## config.mk

```make
export PLATFORM = sky130hd
export DESIGN_NAME = trim_rx
export DESIGN_NICKNAME = d
export VERILOG_FILES = /design/src/rtl/trim_rx.sv
export SDC_FILE = /design/constraint.sdc
export NUM_CORES = 1
export LEC_CHECK = 0
export CAP_MARGIN = 20
export CELL_PAD_IN_SITES_DETAIL_PLACEMENT = 1
export CELL_PAD_IN_SITES_GLOBAL_PLACEMENT = 2
export CORE_ASPECT_RATIO = 1.1
export CORE_UTILIZATION = 44
export DETAILED_ROUTE_END_ITERATION = 8
export DONT_BUFFER_PORTS = 1
export GPL_TIMING_DRIVEN = 0
export PLACE_DENSITY = 0.87
export SETUP_SLACK_MARGIN = 0.4
export SLEW_MARGIN = 5
export SYNTH_ARGS = -nofsm -noshare
export SYNTH_HDL_FRONTEND = slang
export SYNTH_SLANG_ARGS = --single-unit
```

## constraint.sdc

```tcl
create_clock -name CLK50 -period 3.8 [get_ports CLK50]
set_clock_uncertainty 0.2 [all_clocks]
set_input_delay 0.57 -clock CLK50 [delete_from_list [all_inputs] [get_ports CLK50]]
set_output_delay 0.57 -clock CLK50 [all_outputs]
set_load 0.01 [all_outputs]
```

## src/rtl/trim_rx.sv

```systemverilog
// Receiver for the serial trim link: synchronises ENCLK/DIN into CLK50 and rebuilds
// MSB-first trim words, with an inactivity timeout that aborts partial frames.
module trim_rx #(
  parameter int unsigned WIDTH   = 12,
  parameter int unsigned TIMEOUT = 75000000,
  parameter int unsigned TCNT_W  = 27
) (
  input  logic             CLK50,
  input  logic             RST,
  input  logic             ENCLK,
  input  logic             DIN,
  output logic [WIDTH-1:0] TRIMCODE,
  output logic             VALID,
  output logic             BUSY,
  output logic             FRAME_ERR
);

  localparam int unsigned BCNT_W = $clog2(WIDTH);

  typedef enum logic {StIdle, StShift} state_t;

  state_t              r_state;
  logic                r_enclk_s1, r_enclk_s2, r_enclk_prev;
  logic                r_din_s1, r_din_s2;
  logic [WIDTH-1:0]    r_shift;
  logic [BCNT_W-1:0]   r_bcnt;
  logic [TCNT_W-1:0]   r_tcnt;
  logic                w_rise;
  logic                w_bit;
  logic [WIDTH-1:0]    w_shift_next;

  // ENCLK history resets high so a clock already high at reset release is not an edge.
  always_ff @(posedge CLK50 or posedge RST) begin
    if (RST) begin
      r_enclk_s1   <= 1'b1;
      r_enclk_s2   <= 1'b1;
      r_enclk_prev <= 1'b1;
      r_din_s1     <= 1'b0;
      r_din_s2     <= 1'b0;
    end else begin
      r_enclk_s1   <= ENCLK;
      r_enclk_s2   <= r_enclk_s1;
      r_enclk_prev <= r_enclk_s2;
      r_din_s1     <= DIN;
      r_din_s2     <= r_din_s1;
    end
  end

  assign w_rise       = r_enclk_s2 & ~r_enclk_prev;
  assign w_bit        = r_din_s2;
  assign w_shift_next = {r_shift[WIDTH-2:0], w_bit};

  always_ff @(posedge CLK50 or posedge RST) begin
    if (RST) begin
      r_state   <= StIdle;
      r_shift   <= '0;
      r_bcnt    <= '0;
      r_tcnt    <= '0;
      TRIMCODE  <= '0;
      VALID     <= 1'b0;
      BUSY      <= 1'b0;
      FRAME_ERR <= 1'b0;
    end else begin
      VALID     <= 1'b0;
      FRAME_ERR <= 1'b0;
      case (r_state)
        StIdle: begin
          r_tcnt <= '0;
          if (w_rise) begin
            r_shift <= w_shift_next;
            r_bcnt  <= BCNT_W'(1);
            r_state <= StShift;
            BUSY    <= 1'b1;
          end
        end
        StShift: begin
          // A rise in the timeout cycle takes priority over the abort.
          if (w_rise) begin
            r_shift <= w_shift_next;
            r_tcnt  <= '0;
            if (r_bcnt == BCNT_W'(WIDTH - 1)) begin
              TRIMCODE <= w_shift_next;
              VALID    <= 1'b1;
              r_bcnt   <= '0;
              r_state  <= StIdle;
              BUSY     <= 1'b0;
            end else begin
              r_bcnt <= r_bcnt + 1'b1;
            end
          end else if (r_tcnt == TCNT_W'(TIMEOUT - 1)) begin
            FRAME_ERR <= 1'b1;
            r_tcnt    <= '0;
            r_bcnt    <= '0;
            r_state   <= StIdle;
            BUSY      <= 1'b0;
          end else begin
            r_tcnt <= r_tcnt + 1'b1;
          end
        end
        default: begin
          r_state <= StIdle;
          BUSY    <= 1'b0;
        end
      endcase
    end
  end

endmodule

```

==> results summary <==
The number of setup buffers added after CTS is 0. In the final design database the tool counted slightly below 300 nets. In the synthesized netlist the dominant register cell turns out to be dfrtp_1. The CTS tree is built. The number of instances resized during post-cts repair is 0. The weighted congestion reported at the end of routability-driven placement came out at about 0.8. The data arrival time at the worst-slack endpoint came out at about 2.4 ns. In this run, the number of DRC markers left after iteration 0 of detailed routing was approximately 90. The floorplan has 30 rows. The clock latency reported for the late side of the worst-skew pair is about 0.35 ns. The final number of hold-violating endpoints came out at 0.

The ratio of final minimum period to clock period is 62.1%. The clock period minus worst slack is roughly 2.4 ns. The timing-limited maximum frequency came out at between 400 and 500 MHz. The largest net degree at the start of global routing is 64.

The total of max-cap violations came out at 0. The clock passes through at most 2 buffers. The setup violation total in the final timing report came out at 0. The number of clock buffers inserted by TritonCTS is 9. The post-placement setup slack came out at 1.41 ns. The flow ran to the end, and the final reports show no timing, DRC or antenna violations. By startpoint and endpoint, the worst setup path is classified as reg2reg. The largest fanout on the critical path came out at 10. The cell type of the slowest stage on the worst timing path is or4b_4. The worst slew margin relative to its limit is 47.8%. The total half-perimeter wirelength after legalization and detailed placement is 4.31 mm. After synthesis, the mean cell area works out to 10.5 um2. The largest single stage delay on the critical path is 0.59 ns. The synthesized cell area came out at 2890 um2.

Compared with the post-synthesis result, the final layout area differs by 11.0%. The leakage component of the power is 1.38 nW. The routed design has 6.28 mm of wire. In the global route stage, met1 resource usage came out at between 20% and 30%. In this run, synthesis produced a sequential element count of 63.

Including well taps, the total number of placed cells is 354. Walking the worst path, the cells encountered are ha_1 -> nand4_1 -> or4b_4 -> o211ai_4 -> buf_4 -> a21oi_1. The total nets after synthesis came out at 280.

The worst path setup slack after routing is ~1.4 ns. The biggest area contributor in the post-synthesis netlist is dfrtp_1. The post-layout instance count excluding filler cells is 371. The via count of the first global-routing pass is 2,276. Sequential elements use 54.7% of the synthesized area. The category of the worst setup path capture point is a flip-flop. The worst hold slack after final layout is 0.0477 ns. The met3 track demand over resource is 5.65%. The die height is 87.0 um. After synthesis, the largest area contributor takes up approximately 52% of total cell area.

The async set or reset register ratio after synthesis is 100%. The starting utilization of the core area came out at 46.1%. The number of hold buffers added after CTS is 0.

The setup TNS is 0 ns. The die area is around 7000 um2. The data required time at the worst endpoint came out at 3.82 ns. For met2 alone, demand over resource in global routing was 36.4%. STA classifies the critical path startpoint as a flip-flop. The wire length per cell came out at 16.9 um.

The clock transition at the register clock pins on the worst setup and hold paths after CTS came out at roughly 0.080 ns. The die is 79.3 um wide. The final number of max-transition violations is 0. Dividing the detail-routed via count by the number of cells gives 5.62. In this run the register-to-register setup slack is about 1.4 ns.

Detailed routing inserted a total of 2,086 vias. The fraction of the core area covered by cells at the end of the flow is 51.2%. The commonest cells after synthesis are dfrtp_1, nand2_1, nor2_1.

The count of synthesis-stage warnings from yosys is 0. The total grt overflow is 0. The path class of the tightest hold or removal check is in2async. The kind of cell with the highest combined delay along the critical path is simple AND/OR/NAND/NOR gates. The number of primary I/O pins came out at 19.

The layer flagged by global routing as most heavily used is met2. Setup repair after global routing left no endpoint under its margin. The number of optimization iterations in the first detailed-route pass is 4.

CTS placed an instance of clkbuf_8 at the clock tree root. The number of enable flip-flop cells after synthesis came out at 0. In the final layout, the share of cells above drive strength 1 is 15.8%. By area the synthesized netlist is led by dfrtp_1, nand2_1, mux2_2.

The total routing usage reported by global routing is between 20% and 30%. The slew at the pin closest to its max-slew limit came out at 0.783 ns. The cell with the most instances after synthesis is dfrtp_1.

The remaining number of nets flagged by the antenna check after routing is 0. The antenna diode instance count is 0. The number of filler cells placed in the layout is 701. The number of I/O port buffers came out at 0. The DRC violation count after routing came out at 0. The gate count of the mapped netlist came out at 274.

The number of different library cells used by synthesis comes to 46. The core box area is 6270 um2. The sum of buffers and inverters on the critical path is 1. The initial antenna violation count was 0.

The H-tree generated during clock tree synthesis spans 3 levels. The tree built by TritonCTS fans out to 63 sinks. In this run the power density over the cells is 512 nW/um2.

The highest ir drop seen on vdd came out at 234 uV. The first-pass GRT wire length is between 10 and 15 mm.
cells by family (layout without fill, tap and decap cells):
group	after synthesis	count (layout)	synth area share, %
AO/OA/AOI/OAI	35	35	8.27
XOR/XNOR	14	14	4.24
adder cells (fa/ha/maj)	2	2	0.866
buffers and inverters	20	37	3.29
flip-flops	63	63	54.7
multiplexers	13	13	5.02
AND/OR/NAND/NOR	127	127	23.6
registers in the layout, summed over array words and instances (netlist names):
name	count
TRIMCODE	12
r_enclk_s1	1
VALID	1
r_din_s1	1
r_shift	11
r_enclk_prev	1
FRAME_ERR	1
r_din_s2	1
r_enclk_s2	1
r_state	1
BUSY	1
r_tcnt	27
r_bcnt	4
placed cells by master (no fill, tap or decap), types with 3 or more instances in the layout:
master,netlist,final
xor2_1,3,3
o21ai_0,5,5
or3_1,5,5
o31ai_1,9,9
clkbuf_8,0,10
dfrtp_1,60,60
xnor2_1,11,11
clkbuf_1,6,6
nand4_1,8,8
dfstp_2,3,3
inv_1,7,6
a21oi_1,12,12
mux2_2,12,12
nor3_1,4,4
nor2_1,20,20
nand3_1,9,9
buf_2,4,4
nor4_1,8,8
nand2_1,44,44
or4_1,8,8
final cells by class:
type | instances | area, um2 | area share [%]
multi-input cells | 191 | 1210 | 37.8
plain buffers | 13 | 68.8 | 2.15
flip-flops and latches | 63 | 1580 | 49.3
inverters | 7 | 28.8 | 0.897
clock buffers | 10 | 138 | 4.29
clock inverters | 6 | 68.8 | 2.15
repair buffers | 1 | 10.0 | 0.312
well taps | 80 | 100 | 3.12
worst reg2reg max path, delay by kind of cell, from the launching register on:
family | cells | cell delay (ns)
adder cells (fa/ha/maj) | 1 | 0.24
buffers and inverters | 1 | 0.25
flip-flops | 1 | 0.39
AO/OA/AOI/OAI | 2 | 0.41
AND/OR/NAND/NOR | 2 | 0.75
power breakdown:
part	internal (mW)	total [mW]	switching [mW]
registers	0.760	0.857	0.0968
logic	0.0915	0.191	0.0991
clock network	0.324	0.595	0.272
total	1.17	1.64	0.468
metrics by stage:
stage	power, mW	instance area (um2)
2_1_floorplan	1.00	2890
5_1_grt	1.73	3210
4_1_cts	1.67	3200
3_3_place_gp	1.05	2990
3_5_place_dp	1.07	2990
6_report	1.64	3210
final timing paths:
check / start / to / cells after the start
max in group asynchronous: RST / r_tcnt[24] / 1
setup / recovery: r_tcnt[0] / r_tcnt[24] / 6
hold reg to reg: r_din_s1 / r_din_s2 / 0
setup reg to reg: r_tcnt[0] / r_tcnt[24] / 6
min in group CLK50: DIN / r_din_s1 / 0
hold / removal: RST / r_shift[3] / 1
routing by layer:
layer / vias to the layer above / wire length (um)
met5: - / 0
met4: 0 / 94
met3: 7 / 181
met2: 31 / 3140
met1: 1046 / 2870
li1: 1002 / -
Note: power is estimated with default switching activity, not from simulation.
